## config.mk

```make
export PLATFORM = sky130hd
export DESIGN_NAME = scl_phase_sched
export DESIGN_NICKNAME = d
export VERILOG_FILES = /design/src/rtl/scl_phase_sched.sv
export SDC_FILE = /design/constraint.sdc
export NUM_CORES = 1
export LEC_CHECK = 0
export BUFFER_PORTS_ARGS = -buffer_cell sky130_fd_sc_hd__buf_2
export CAP_MARGIN = 0
export CORE_ASPECT_RATIO = 1.1
export CORE_MARGIN = 1
export CORE_UTILIZATION = 61
export CTS_CLUSTER_DIAMETER = 30
export CTS_CLUSTER_SIZE = 25
export DETAILED_ROUTE_END_ITERATION = 10
export PLACE_DENSITY = 0.85
export SKIP_LAST_GASP = 1
export SLEW_MARGIN = 20
export SYNTH_ARGS = -nofsm -noshare
export SYNTH_HDL_FRONTEND = slang
export SYNTH_SLANG_ARGS = --single-unit
```

## constraint.sdc

```tcl
create_clock -name clk -period 5.4 [get_ports clk]
set_clock_uncertainty 0.15 [all_clocks]
set_input_delay 1.35 -clock clk [delete_from_list [all_inputs] [get_ports clk]]
set_output_delay 1.35 -clock clk [all_outputs]
set_load 0.01 [all_outputs]
```

## src/rtl/scl_phase_sched.sv

```systemverilog
// -----------------------------------------------------------------------------
// scl_phase_sched
//
// Schedules a burst of SCL pulses. Each pulse is a LOW phase of (t_low+1)
// cycles followed by a HIGH phase of (t_high+1) cycles. The pulse count and
// both phase lengths are captured when the request is accepted, so the caller
// may change the inputs while the burst runs.
//
// Optional feature (macro SCL_STRETCH_EN):
//   When defined, LOW expiry goes to WAIT_HIGH. WAIT_HIGH releases SCL and
//   stays there while the sampled bus SCL (scl_i) is still low, which handles
//   clock stretching by a target. When undefined, LOW goes straight to HIGH
//   and scl_i is ignored.
//
// Parameters:
//   CNTR_W   - width of the phase counter and of t_low_i / t_high_i
//   NUM_W    - width of the pulse-count request
//
// Ports:
//   clk      - clock; all state updates on the rising edge
//   rst_n    - asynchronous active-low reset
//   req_i    - single-cycle burst request (accepted only in IDLE, num_i != 0)
//   num_i    - number of SCL pulses in the burst
//   t_low_i  - LOW phase length minus 1, in clk cycles
//   t_high_i - HIGH phase length minus 1, in clk cycles
//   abort_i  - ends a running burst on the next cycle, without done_o
//   scl_i    - synchronized bus SCL (used only with SCL_STRETCH_EN)
//   scl_o    - SCL drive level, 1 = released/high
//   busy_o   - a burst is in progress
//   done_o   - one-cycle pulse in the first IDLE cycle after normal completion
//   phase_o  - current state encoding (IDLE=00, LOW=01, HIGH=10, WAIT_HIGH=11)
// -----------------------------------------------------------------------------
module scl_phase_sched #(
    parameter int CNTR_W = 9,
    parameter int NUM_W  = 4
) (
    input  logic              clk,
    input  logic              rst_n,
    input  logic              req_i,
    input  logic [NUM_W-1:0]  num_i,
    input  logic [CNTR_W-1:0] t_low_i,
    input  logic [CNTR_W-1:0] t_high_i,
    input  logic              abort_i,
    input  logic              scl_i,
    output logic              scl_o,
    output logic              busy_o,
    output logic              done_o,
    output logic [1:0]        phase_o
);

    typedef enum logic [1:0] {
        IDLE      = 2'b00,
        LOW       = 2'b01,
        HIGH      = 2'b10,
        WAIT_HIGH = 2'b11
    } state_t;

    localparam logic [CNTR_W-1:0] CNT_ZERO = '0;
    localparam logic [NUM_W-1:0]  NUM_ZERO = '0;
    localparam logic [NUM_W-1:0]  NUM_ONE  = {{(NUM_W-1){1'b0}}, 1'b1};

    state_t              state_reg;
    logic [CNTR_W-1:0]   cnt_reg;
    logic [NUM_W-1:0]    rem_reg;
    logic [CNTR_W-1:0]   t_low_reg;
    logic [CNTR_W-1:0]   t_high_reg;
    logic                scl_reg;
    logic                busy_reg;
    logic                done_reg;

`ifndef SCL_STRETCH_EN
    // Without stretching the bus level is irrelevant to the schedule.
    logic unused_scl;
    assign unused_scl = scl_i;
`endif

    // The counter is loaded with (length-1) and a phase ends when it reads 0,
    // so the all-ones value yields 2^CNTR_W cycles without needing a wider
    // counter.
    always_ff @(posedge clk or negedge rst_n) begin
        if (!rst_n) begin
            state_reg  <= IDLE;
            cnt_reg    <= CNT_ZERO;
            rem_reg    <= NUM_ZERO;
            t_low_reg  <= CNT_ZERO;
            t_high_reg <= CNT_ZERO;
            scl_reg    <= 1'b1;
            busy_reg   <= 1'b0;
            done_reg   <= 1'b0;
        end else begin
            done_reg <= 1'b0;
            if (state_reg != IDLE && abort_i) begin
                // Abort wins over counter expiry and any request.
                state_reg <= IDLE;
                scl_reg   <= 1'b1;
                busy_reg  <= 1'b0;
            end else begin
                case (state_reg)
                    IDLE: begin
                        if (req_i && num_i != NUM_ZERO && !abort_i) begin
                            rem_reg    <= num_i;
                            t_low_reg  <= t_low_i;
                            t_high_reg <= t_high_i;
                            cnt_reg    <= t_low_i;
                            state_reg  <= LOW;
                            scl_reg    <= 1'b0;
                            busy_reg   <= 1'b1;
                        end
                    end
                    LOW: begin
                        if (cnt_reg == CNT_ZERO) begin
                            cnt_reg <= t_high_reg;
                            scl_reg <= 1'b1;
`ifdef SCL_STRETCH_EN
                            state_reg <= WAIT_HIGH;
`else
                            state_reg <= HIGH;
`endif
                        end else begin
                            cnt_reg <= cnt_reg - 1'b1;
                        end
                    end
                    HIGH: begin
                        if (cnt_reg == CNT_ZERO) begin
                            rem_reg <= rem_reg - 1'b1;
                            if (rem_reg == NUM_ONE) begin
                                state_reg <= IDLE;
                                busy_reg  <= 1'b0;
                                done_reg  <= 1'b1;
                            end else begin
                                state_reg <= LOW;
                                cnt_reg   <= t_low_reg;
                                scl_reg   <= 1'b0;
                            end
                        end else begin
                            cnt_reg <= cnt_reg - 1'b1;
                        end
                    end
                    WAIT_HIGH: begin
`ifdef SCL_STRETCH_EN
                        // Counter stays frozen until the bus actually rises.
                        if (scl_i) begin
                            state_reg <= HIGH;
                            cnt_reg   <= t_high_reg;
                        end
`else
                        // Unreachable in this build; recover to IDLE quietly.
                        state_reg <= IDLE;
                        scl_reg   <= 1'b1;
                        busy_reg  <= 1'b0;
`endif
                    end
                    default: begin
                        state_reg <= IDLE;
                        scl_reg   <= 1'b1;
                        busy_reg  <= 1'b0;
                    end
                endcase
            end
        end
    end

    assign scl_o   = scl_reg;
    assign busy_o  = busy_reg;
    assign done_o  = done_reg;
    assign phase_o = state_reg;

endmodule

```

Word-level counts from Yosys, hierarchy flattened
Index checks and enable logic that the tools add are counted.
{"block": "op_classes", "addsub": 2, "n_eq_ne": 12, "n_mux": 29, "bitwise_logic": 1, "reduce_logical": 17}
{"cell": "two-way mux 9 bit", "count": 4}
{"cell": "case mux 9 bit (3 select lines)", "count": 1}
{"cell": "!= test 3 bit (second input constant)", "count": 6}
{"cell": "AND reduction 4 bit", "count": 4}
{"cell": "two-way mux 1 bit", "count": 14}
{"cell": "logical NOT 9 bit", "count": 1}
{"cell": "subtractor 9 x 1 -> 9 bit (second input constant)", "count": 1}
{"cell": "two-way mux 2 bit", "count": 4}
{"cell": "two-way mux 4 bit", "count": 2}
{"cell": "case mux 2 bit (4 select lines)", "count": 1}
{"cell": "case mux 4 bit (2 select lines)", "count": 1}
{"cell": "nonzero test 4 bit", "count": 2}
{"cell": "AND reduction 3 bit", "count": 2}
{"cell": "== test 2 bit (second input constant)", "count": 2}
{"cell": "== test 4 x 1 -> 1 bit (second input constant)", "count": 1}
{"cell": "!= test 2 bit (second input constant)", "count": 2}
{"cell": "case mux 1 bit (4 select lines)", "count": 1}
{"cell": "nonzero test 2 bit", "count": 2}
{"cell": "subtractor 4 x 1 -> 4 bit (second input constant)", "count": 1}
{"cell": "logical AND 1 bit", "count": 3}
{"cell": "case mux 1 bit (3 select lines)", "count": 1}
{"cell": "nonzero test 3 bit", "count": 1}
{"cell": "== test 2 x 1 -> 1 bit (second input constant)", "count": 1}
{"cell": "logical NOT 2 bit", "count": 1}
{"cell": "other kinds (2)", "count": 2}
{"block": "totals", "regBits": 36, "in_bits": 27, "out_inout_bits": 5, "word_cells": 69}

Logic depth before layout (Yosys ltp)
Gate-level depths: netlist (run 1).
{"block": "depth", "depth_word": 6, "ltp_mapped": 10, "mapped_depth_nobuf": 7}

Least setup slack after synthesis (run 1)
Ideal clock, no wire load.
{"block": "synth_timing", "path_kind": "input port to flip-flop", "from": "input port num_i[2]", "to": "register cnt_reg[6]", "setup_ns": 0.126, "t_arrival_ns": 2.902, "required_time_ns": 5.124, "slack_ns": 2.222, "cell_stages": 5, "n_path_buf": 0, "cell_sequence": "or4_1 > a21oi_2 > a311o_1 > o21ai_0 > a221o_1"}
{"block": "synth_via", "elab_chain_cells": 5}
{"item": "start: declaration", "line_no": "40", "text": "input logic [NUM_W-1:0] num_i,"}
{"item": "nonzero test 4 bit", "line_no": "100", "text": "if (req_i && num_i != NUM_ZERO && !abort_i) begin"}
{"item": "logical AND 1 bit (2 in series)", "line_no": "100"}
{"item": "!= test 2 bit (no line)"}
{"item": "AND reduction 4 bit (no line)"}
{"item": "end signal: assignment", "line_no": "104", "text": "cnt_reg <= t_low_i;"}
{"item": "end signal: assignment", "line_no": "112", "text": "cnt_reg <= t_high_reg;"}
{"item": "end signal: assignment", "line_no": "120", "text": "cnt_reg <= cnt_reg - 1'b1;"}
{"item": "end: declaration", "line_no": "63", "text": "logic [CNTR_W-1:0] cnt_reg;"}
Every way passes these cells.
A chain may end at the register's enable or synchronous reset.

Final worst setup path (run 1)
Ends and elaborated chain as after synthesis.

==> impl_metrics.csv, run 1 <==
group,metric,value,unit
outcome,status,"finished clean",
global_route,antenna_found_initial,0,
synthesis,ys.flop_type,"dfrtp_1",
finish,n_fill_cell,301,
sta,hold_violations,0,
clock_tree,postCtsHoldBufs,0,
worst_setup_path,required,5.49,ns
global_route,grt_usage,0.2783,
sta,period_needed,3.449,ns
place,place.gp.congestion,0.8441,
routing,dr.pass1.iters,4,
pwr,p_leak,1.115,nW
clock_tree,ctsResizeCount,0,
routing,postRouteAntennaNets,0,
clock_tree,post_cts_buffers,0,
synthesis,ys_seq_elements,36,
routing,drc,0,
floorplan,core_area,3358,um2
synthesis,synth_top_area_frac,0.4084,
sta,worstMarginPinSlew,0.9426,ns
sta,drv_slew,0,
clock_tree,cts.clk_slew.worst_paths,0.11,ns
floorplan,die-area,3757,um2
routing,via_per_inst,5.932,
worst_setup_path,cp_slowest_cell,"or4_1",
synthesis,yosys-top-cells-area,"dfrtp_1 (41%), nand2_1 (12%), ha_1 (4.7%), o21ai_0 (3.7%), a21oi_1 (2.8%)",
clock_tree,cts_made_buffers,5,
worst_setup_path,critical_path_buf_inv_count,1,
routing,drtIter0Drc,119,
worst_setup_path,slowest_delay,0.61,ns
place,portBuffers,30,
synthesis,syn-num-nets,288,
floorplan,start_util,0.6386,
synthesis,synth_cell_types,51,
sta,rsz0062_at_grt,"no",
floorplan,row_count,22,
global_route,top_usage_layer,"met2",
clock_tree,cts_sinks,36,
place,dpl.hpwl,3285,um
global_route,use_met2,0.4885,
clock_tree,clockBufferDepth,2,
synthesis,async_reset_ff_frac,1.000,
clock_tree,cts_tree,"built",
synthesis,synth-seq-area-share,0.4207,
worst_setup_path,start_kind,"input pin",
finish,syn2layout_area_growth,9.335,%
worst_setup_path,cp_max_fo,15,
worst_setup_path,cp.arrival,3.54,ns
worst_setup_path,critPathCaptureType,"register",
sta,finalSetupTns,0,ns
global_route,overflow,0,
finish,final_util,0.6982,
job,max_cap_violations,0,
sta,timing.final.crit_share,0.6387,
pwr,p_per_area,496.5,nW/um2
pwr,ir_drop,239.1,uV
synthesis,yosys_warnings,0,
worst_setup_path,crit_type,"in2reg",
sta,setup-violations-final,0,
sta,relSlewSlack,0.3716,
floorplan,ios,32,
synthesis,syn_inst,253,
routing,routed_wl,4759,um
clock_tree,htree_levels,2,
floorplan,die_w,58.54,um
worst_setup_path,crit_family,"compound AO/OA/AOI/OAI gates",
finish,drive_gt1_frac,0.1745,
synthesis,synth.largest_area_cell,"dfrtp_1",
finish,nets,309,
worst_hold_path,hold_path.class,"reg2reg",
synthesis,syn_area,2145,um2
floorplan,die_h,64.19,um
clock_tree,cts_root_buf,"clkbuf_4",
synthesis,syn-mean-instance-area,8.477,um2
global_route,grtUsageMet1,0.3206,
global_route,grtUsageMet3,0.05870,
global_route,grt_pass1_wl,7755,um
synthesis,synth_edf_count,0,
sta,fmax,0.2899,GHz
global_route,grt_max_degree,37,
global_route,grt_pass1_vias,1795,
routing,vias,1916,
worst_setup_path,crit_chain,"buf_2, or4_1, a21oi_2, a311o_1, o21ai_0, a221o_1",
clock_tree,clk_latency,0.34,ns
finish,diodes,0,
routing,wl_per_cell,14.73,um
==> cell usage after synthesis, types with 2 or more instances <==
cell type and count:
a221oi_1 2, o21ai_0 16, a311oi_1 2, o311ai_0 2, nor4_1 2, o31ai_1 7
a211oi_1 2, nor2b_1 3, nand2b_1 2, ha_1 8, nand2_1 67, o21ai_1 2
and3_1 3, a22oi_1 3, buf_1 3, a21oi_1 12, dfrtp_1 35, o22ai_1 4
or4_1 3, buf_2 3, nor2_1 8, nand3_1 4, mux2i_1 2, nor3_1 9
inv_1 13, a31oi_1 2, a221o_1 2, clkbuf_1 9
==> tightest hold or removal path, stage by stage, from the launching register on <==
cell	delay [ns]
dfrtp_1	0.36
nand2_1	0.05
nand2_1	0.06
==> cell usage in the layout, fill, tap and decap left out, types with 2 or more instances in the layout <==
cell,n
nor4_1,2
nand2_1,67
a221o_1,2
clkinv_2,2
a31oi_1,2
a221oi_1,2
o21ai_0,16
nand2b_1,2
a21oi_1,12
nor2_1,8
clkbuf_4,5
a311oi_1,2
mux2i_1,2
o31ai_1,7
inv_1,13
o21ai_1,2
o22ai_1,4
and3_1,3
buf_2,30
ha_1,8
a211oi_1,2
a22oi_1,3
nor3_1,9
or4_1,3
o311ai_0,2
nor2b_1,3
nand3_1,4
dfrtp_1,35
==> power by group <==
group	leakage, nW	total, W	internal (W)	switching (W)
logic	0.634	0.000517	0.000201	0.000316
clock network	0.0380	0.000155	0.0000620	0.0000931
registers	0.443	0.000492	0.000397	0.0000949
==> per-stage QoR <==
stage          instances  hold slack, ns  cell area, um2  setup slack (ns)  power [W]
2_1_floorplan        253          0.2904            2145             2.222  0.0008787
3_3_place_gp         315          0.3027            2283             1.669  0.0009856
3_5_place_dp         315          0.3117            2283             1.611   0.001011
4_1_cts              323          0.3380            2345             1.980   0.001163
5_1_grt              323          0.3569            2345             1.852   0.001254
6_report             323          0.3371            2345             1.951   0.001164
==> cells by family (layout without fill, tap and decap cells) <==
group                    count (synthesis)  in the layout  synth area share
AND/OR/NAND/NOR                        108            108            0.2363
AO/OA/AOI/OAI                           66             66            0.2159
flip-flops                              36             36            0.4207
buffers and inverters                   30             52           0.05776
adder cells (fa/ha/maj)                  8              8           0.04668
multiplexers                             3              3           0.01459
XOR/XNOR                                 2              2          0.008170
==> per-layer routing <==
metal	wire length (um)	part of all wire	vias to the layer above
li1	-	-	934
met1	2009	0.42	920
met2	2463	0.52	54
met3	219	0.046	8
met4	66	0.014	0
met5	0	0	-
==> path summary, 6_finish.rpt <==
path / start / end / slack [ns] / cells after the start
max in group asynchronous: rst_n / cnt_reg[1] / 3.68 / 1
max reg2reg: cnt_reg[0] / rem_reg[1] / 2.17 / 7
min reg2reg: t_low_reg[1] / t_low_reg[1] / 0.34 / 2
max: num_i[2] / cnt_reg[6] / 1.95 / 6
min in group asynchronous: rst_n / rem_reg[2] / 0.92 / 1
min: t_low_reg[1] / t_low_reg[1] / 0.34 / 2
==> layout make-up <==
class | count | area, um2 | share of cell area
Inverter | 14 | 52.55 | 0.02241
Tap cell | 48 | 60.06 | 0.02561
Sequential cell | 36 | 902.1 | 0.3847
Timing Repair Buffer | 30 | 150.1 | 0.06403
Clock buffer | 6 | 51.30 | 0.02188
Multi-Input combinational cell | 187 | 1119 | 0.4771
Clock inverter | 2 | 10.01 | 0.004269
Note: power is estimated with default switching activity, not from simulation.
==> run 2: changes to the inputs <==
--- a/config.mk
+++ b/config.mk
@@ -5,15 +5,16 @@
 export SDC_FILE = /design/constraint.sdc
 export NUM_CORES = 1
 export LEC_CHECK = 0
+export ABC_AREA = 1
 export BUFFER_PORTS_ARGS = -buffer_cell sky130_fd_sc_hd__buf_2
 export CAP_MARGIN = 0
 export CORE_ASPECT_RATIO = 1.1
 export CORE_MARGIN = 1
-export CORE_UTILIZATION = 61
+export CORE_UTILIZATION = 57
 export CTS_CLUSTER_DIAMETER = 30
 export CTS_CLUSTER_SIZE = 25
 export DETAILED_ROUTE_END_ITERATION = 10
-export PLACE_DENSITY = 0.85
+export PLACE_DENSITY = 0.79
 export SKIP_LAST_GASP = 1
 export SLEW_MARGIN = 20
 export SYNTH_ARGS = -nofsm -noshare
==> constraint.sdc (replaced) <==
create_clock -name clk -period 3.6 [get_ports clk]
set_clock_uncertainty 0.15 [all_clocks]
set_input_delay 0.9 -clock clk [delete_from_list [all_inputs] [get_ports clk]]
set_output_delay 0.9 -clock clk [all_outputs]
set_load 0.01 [all_outputs]
==> impl_metrics.csv, run 2 <==
group,metric,value,unit
outcome,status,"finished clean",
synthesis,syn_area,2250,um2
synthesis,ys_seq_elements,36,
floorplan,row_count,23,
clock_tree,postCtsHoldBufs,0,
pwr,pwr-share-clk,0.143,
synthesis,synth_commonest_cells,"nand2_1 (73), nor2_1 (42), dfrtp_1 (35)",
finish,multiInputGateArea,1152,um2
sta,hold_violations,0,
worst_setup_path,cp_max_fo,21,
place,dpl.hpwl,3272,um
synthesis,synth_cell_types,29,
finish,diodes,0,
global_route,overflow,0,
synthesis,synth.largest_area_cell,"dfrtp_1",
finish,mostFrequentLayoutCells,"nand2_1 (73), nor2_1 (42), dfrtp_1 (35)",
sta,worstMarginPinSlew,0.7935,ns
sta,period_needed,2.365,ns
place,place.gp.congestion,0.9083,
clock_tree,htree_levels,2,
finish,final_util,0.6775,
sta,rsz0062_at_grt,"no",
finish,layout_commonest_cell,"nand2_1",
worst_setup_path,required,3.63,ns
finish,syn2layout_area_growth,11.79,%
floorplan,die_w,61.90,um
clock_tree,cts_tree,"built",
synthesis,ys.flop_type,"dfrtp_1",
floorplan,start_util,0.6060,
finish,nets,371,
worst_setup_path,critPathCaptureType,"register",
synthesis,syn-mean-instance-area,7.328,um2
pwr,swShare,0.4426,
clock_tree,ctsResizeCount,0,
job,max_cap_violations,0,
clock_tree,cts.clk_slew.worst_paths,0.07,ns
sta,timing.final.crit_share,0.6570,
sta,fmax,0.4228,GHz
synthesis,synth_edf_count,0,
global_route,grt_usage,0.2640,
worst_hold_path,hold_path.class,"reg2reg",
routing,drc,0,
synthesis,synth-seq-area-share,0.4010,
routing,wl_per_cell,12.23,um
clock_tree,cts_made_buffers,5,
global_route,grt_max_degree,37,
clock_tree,cts_root_buf,"clkbuf_8",
clock_tree,clockBufferDepth,2,
global_route,grt_pass1_wl,7859,um
routing,via_per_inst,5.194,
synthesis,yosys-top-cells-area,"dfrtp_1 (39%), nand2_1 (12%), nor2_1 (7.0%), a21oi_1 (6.9%), inv_1 (5.7%)",
worst_setup_path,start_kind,"register",
worst_setup_path,cp.arrival,2.39,ns
floorplan,die_h,67.89,um
global_route,grt_pass1_vias,1864,
floorplan,ios,32,
sta,relSlewSlack,0.4695,
clock_tree,cts_sinks,36,
place,portBuffers,30,
routing,dr.pass1.iters,4,
sta,setup-violations-final,0,
pwr,p_per_area,830.3,nW/um2
pwr,netSwitchingPower,0.0009241,W
finish,n_fill_cell,325,
pwr,p_comb_frac,0.503,
sta,finalSetupTns,0,ns
pwr,p_leak,1.278,nW
pwr,ir_drop,418.2,uV
floorplan,die-area,4202,um2
worst_setup_path,crit_type,"reg2reg",
sta,drv_slew,0,
finish,drive_gt1_frac,0.1632,
finish,fin_area,2515,um2
pwr,p_int,0.001164,W
synthesis,synth_top_area_frac,0.3893,
routing,vias,2010,
synthesis,syn_inst,307,
pwr,p_seq_frac,0.354,
synthesis,yosysMostFrequentCell,"nand2_1",
synthesis,async_reset_ff_frac,1.000,
floorplan,core_area,3712,um2
routing,routed_wl,4732,um
finish,seq_area,902.1,um2
clock_tree,post_cts_buffers,0,
routing,postRouteAntennaNets,0,
routing,drtIter0Drc,101,
synthesis,yosys_warnings,0,
clock_tree,clk_latency,0.29,ns
place,placed_area,2425,um2
global_route,antenna_found_initial,0,
synthesis,syn-num-nets,342,
-- run 2: cell count changes after synthesis, moves of 12 or more --
cell,previous run,this run
nand3_1,4,16
inv_1,13,34
a21oi_1,12,31
nand3b_1,0,12
nor2_1,8,42
-- run 2: kinds of logic after synthesis --
| group | Yosys count | synth area share |
|---|---|---|
| fa+ha+maj | 8 | 0.04450 |
| buf+inv | 47 | 0.08676 |
| compound gates | 52 | 0.1185 |
| xor+xnor | 4 | 0.01558 |
| flops | 36 | 0.4010 |
| mux | 5 | 0.02503 |
| simple gates | 155 | 0.3087 |
-- run 2: metal layers --
metal / up-vias / GRT usage / part of all wire
met5: - / 0 / 0
met4: 0 / 0.1111 / 0.027
met3: 9 / 0.05860 / 0.046
met2: 51 / 0.4718 / 0.50
met1: 920 / 0.2976 / 0.42
li1: 1030 / - / -
-- run 2: final timing paths --
check	startpoint	endpoint	slack, ns	cells past startpoint
max in group asynchronous	rst_n	t_high_reg[4]	2.25	1
min in group asynchronous	rst_n	rem_reg[2]	0.54	1
setup reg to reg	cnt_reg[0]	rem_reg[0]	1.23	9
hold / removal	scl_o	scl_o	0.32	2
hold reg to reg	scl_o	scl_o	0.32	2
setup / recovery	cnt_reg[0]	rem_reg[0]	1.23	9
-- run 2: per-stage QoR --
stage	std cells	power, W	hold slack [ns]	setup slack (ns)
2_1_floorplan	307	0.001533	0.2944	1.603
6_report	387	0.002088	0.3168	1.235
4_1_cts	387	0.002092	0.3206	1.234
3_3_place_gp	379	0.001750	0.3075	1.082
3_5_place_dp	379	0.001787	0.3091	1.044
5_1_grt	387	0.002290	0.3392	1.056
-- run 2: critical path: stages (launching register included) --
cell and delay, ns:
dfrtp_1 0.39, inv_1 0.12, ha_1 0.24, nand2_2 0.11, nor2_4 0.45, nand2_2 0.27, o21ai_1 0.22, nand2_2 0.13
nor2_1 0.12, a21oi_1 0.05
-- run 2: final cells by class --
type	instances	area share
Multi-Input combinational cell	224	0.4582
Sequential cell	36	0.3587
Timing Repair Buffer	33	0.06866
Inverter	36	0.05373
Clock buffer	8	0.03582
Tap cell	50	0.02488
-- run 2: power by group through the flow --
stage	clock network [W]	registers (W)	logic [W]
after floorplan	0	0.000722	0.000811
after CTS	0.000304	0.000736	0.00105
after global routing	0.000320	0.000761	0.00121
final	0.000299	0.000739	0.00105
after global placement	0	0.000734	0.00102
after detailed placement	0	0.000743	0.00104
==> run 3: changes to the inputs <==
==> constraint.sdc (replaced) <==
create_clock -name clk -period 2.35 [get_ports clk]
set_clock_uncertainty 0.15 [all_clocks]
set_input_delay 0.5875 -clock clk [delete_from_list [all_inputs] [get_ports clk]]
set_output_delay 0.5875 -clock clk [all_outputs]
set_load 0.01 [all_outputs]
==> impl_metrics.csv, run 3 (same netlist as run 2, synthesis figures left out) <==
group,metric,value,unit
place,portBuffers,30,
sta,timing.final.crit_share,0.8816,
place,place_ws,0.2721,ns
clock_tree,clockBufferDepth,2,
worst_setup_path,reg2reg_to,"phase_o[0]",
pwr,ir_drop,611.9,uV
global_route,grt_max_degree,37,
routing,dr.pass1.iters,4,
sta,fin_ws,0.2783,ns
finish,n_fill_cell,331,
routing,wl_per_cell,11.87,um
outcome,status,"finished clean",
floorplan,row_count,23,
global_route,overflow,0,
finish,nets,376,
floorplan,core_area,3712,um2
sta,worstMarginPinSlew,0.5557,ns
clock_tree,post_cts_buffers,0,
finish,diodes,0,
place,dpl.hpwl,3390,um
routing,via_per_inst,5.066,
worst_setup_path,start_kind,"register",
clock_tree,cts.clk_slew.worst_paths,0.07,ns
global_route,antenna_found_initial,0,
worst_setup_path,required,2.38,ns
finish,multiInputGateArea,1152,um2
clock_tree,cts_tree,"built",
sta,rsz0062_at_grt,"no",
place,place.gp.congestion,0.8812,
pwr,p_per_area,1254,nW/um2
floorplan,die-area,4202,um2
worst_setup_path,cp.arrival,2.10,ns
floorplan,start_util,0.6060,
clock_tree,clk_latency,0.30,ns
pwr,p_leak,1.298,nW
routing,vias,1981,
sta,drv_slew,0,
sta,setup-violations-final,0,
floorplan,ios,32,
worst_setup_path,rrSetupSlack,0.28,ns
finish,drive_gt1_frac,0.1760,
floorplan,die_w,61.90,um
routing,drtIter0Drc,80,
sta,hold_violations,0,
sta,relSlewSlack,0.6285,
worst_setup_path,reg2reg_depth,9,
routing,postRouteAntennaNets,0,
sta,period_needed,2.072,ns
finish,syn2layout_area_growth,12.90,%
sta,fmax,0.4827,GHz
finish,seq_area,902.1,um2
clock_tree,ctsResizeCount,0,
routing,routed_wl,4641,um
worst_setup_path,critPathCaptureType,"register",
clock_tree,cts_sinks,36,
global_route,grt_pass1_vias,1923,
finish,mostFrequentLayoutCells,"nand2_1 (73), nor2_1 (42), dfrtp_1 (35)",
job,max_cap_violations,0,
routing,drc,0,
worst_setup_path,r2r-start,"phase_o[0]",
sta,finalSetupTns,0,ns
finish,layout_commonest_cell,"nand2_1",
clock_tree,cts_made_buffers,5,
clock_tree,htree_levels,2,
worst_setup_path,cp_max_fo,8,
clock_tree,cts_root_buf,"clkbuf_8",
clock_tree,postCtsHoldBufs,0,
worst_setup_path,crit_type,"reg2reg",
floorplan,die_h,67.89,um
global_route,grt_usage,0.2693,
worst_hold_path,hold_path.class,"in2async",
global_route,grt_pass1_wl,7969,um
## run 3: area by class of cell
type,count,share of cell area
Multi-Input combinational cell,224,0.4537
Tap cell,50,0.02463
Sequential cell,36,0.3552
Clock buffer,6,0.02857
Inverter,36,0.05320
Clock inverter,1,0.001970
Timing Repair Buffer,38,0.08276
## run 3: through the flow
stage | power, W | util | hold WS (ns) | cell area, um2 | std cells
detailed placement | 0.002768 | 0.6633 | 0.3149 | 2462 | 384
finish | 0.003185 | 0.6842 | 0.1723 | 2540 | 391
global placement | 0.002716 | 0.6633 | 0.3071 | 2462 | 384
floorplan | 0.002348 | - | 0.1419 | 2250 | 307
CTS | 0.003197 | 0.6842 | 0.1894 | 2540 | 391
global route | 0.003506 | 0.6842 | 0.2262 | 2540 | 391
## run 3: layer usage
layer	global-route usage	share of wire	routed length, um
met1	0.2897	0.42	1961
met2	0.4852	0.51	2374
met3	0.06238	0.039	180
met4	0.1333	0.027	123
met5	0	0	0
## run 3: worst max path at each step
stage | startpoint | end | slack [ns] | cells past startpoint
floorplan | phase_o[0] | cnt_reg[8] | 0.58 | 9
global placement | abort_i | t_low_reg[1] | 0.36 | 6
detailed placement | phase_o[0] | phase_o[0] | 0.27 | 9
CTS | phase_o[0] | phase_o[0] | 0.27 | 9
global route | phase_o[0] | phase_o[0] | 0.04 | 9
finish | phase_o[0] | phase_o[0] | 0.28 | 9
## run 3: critical path: stages (launching register included)
cell	delay, ns
dfrtp_1	0.44
inv_1	0.11
ha_1	0.37
inv_1	0.22
nor2_1	0.25
a21boi_2	0.11
nand2_1	0.08
clkinv_1	0.09
nand2_1	0.06
o21ai_0	0.07
## run 3: power by group
part	switching, W	internal [W]
registers	0.000202	0.000931
logic	0.000989	0.000644
clock network	0.000218	0.000201
total	0.00141	0.00178
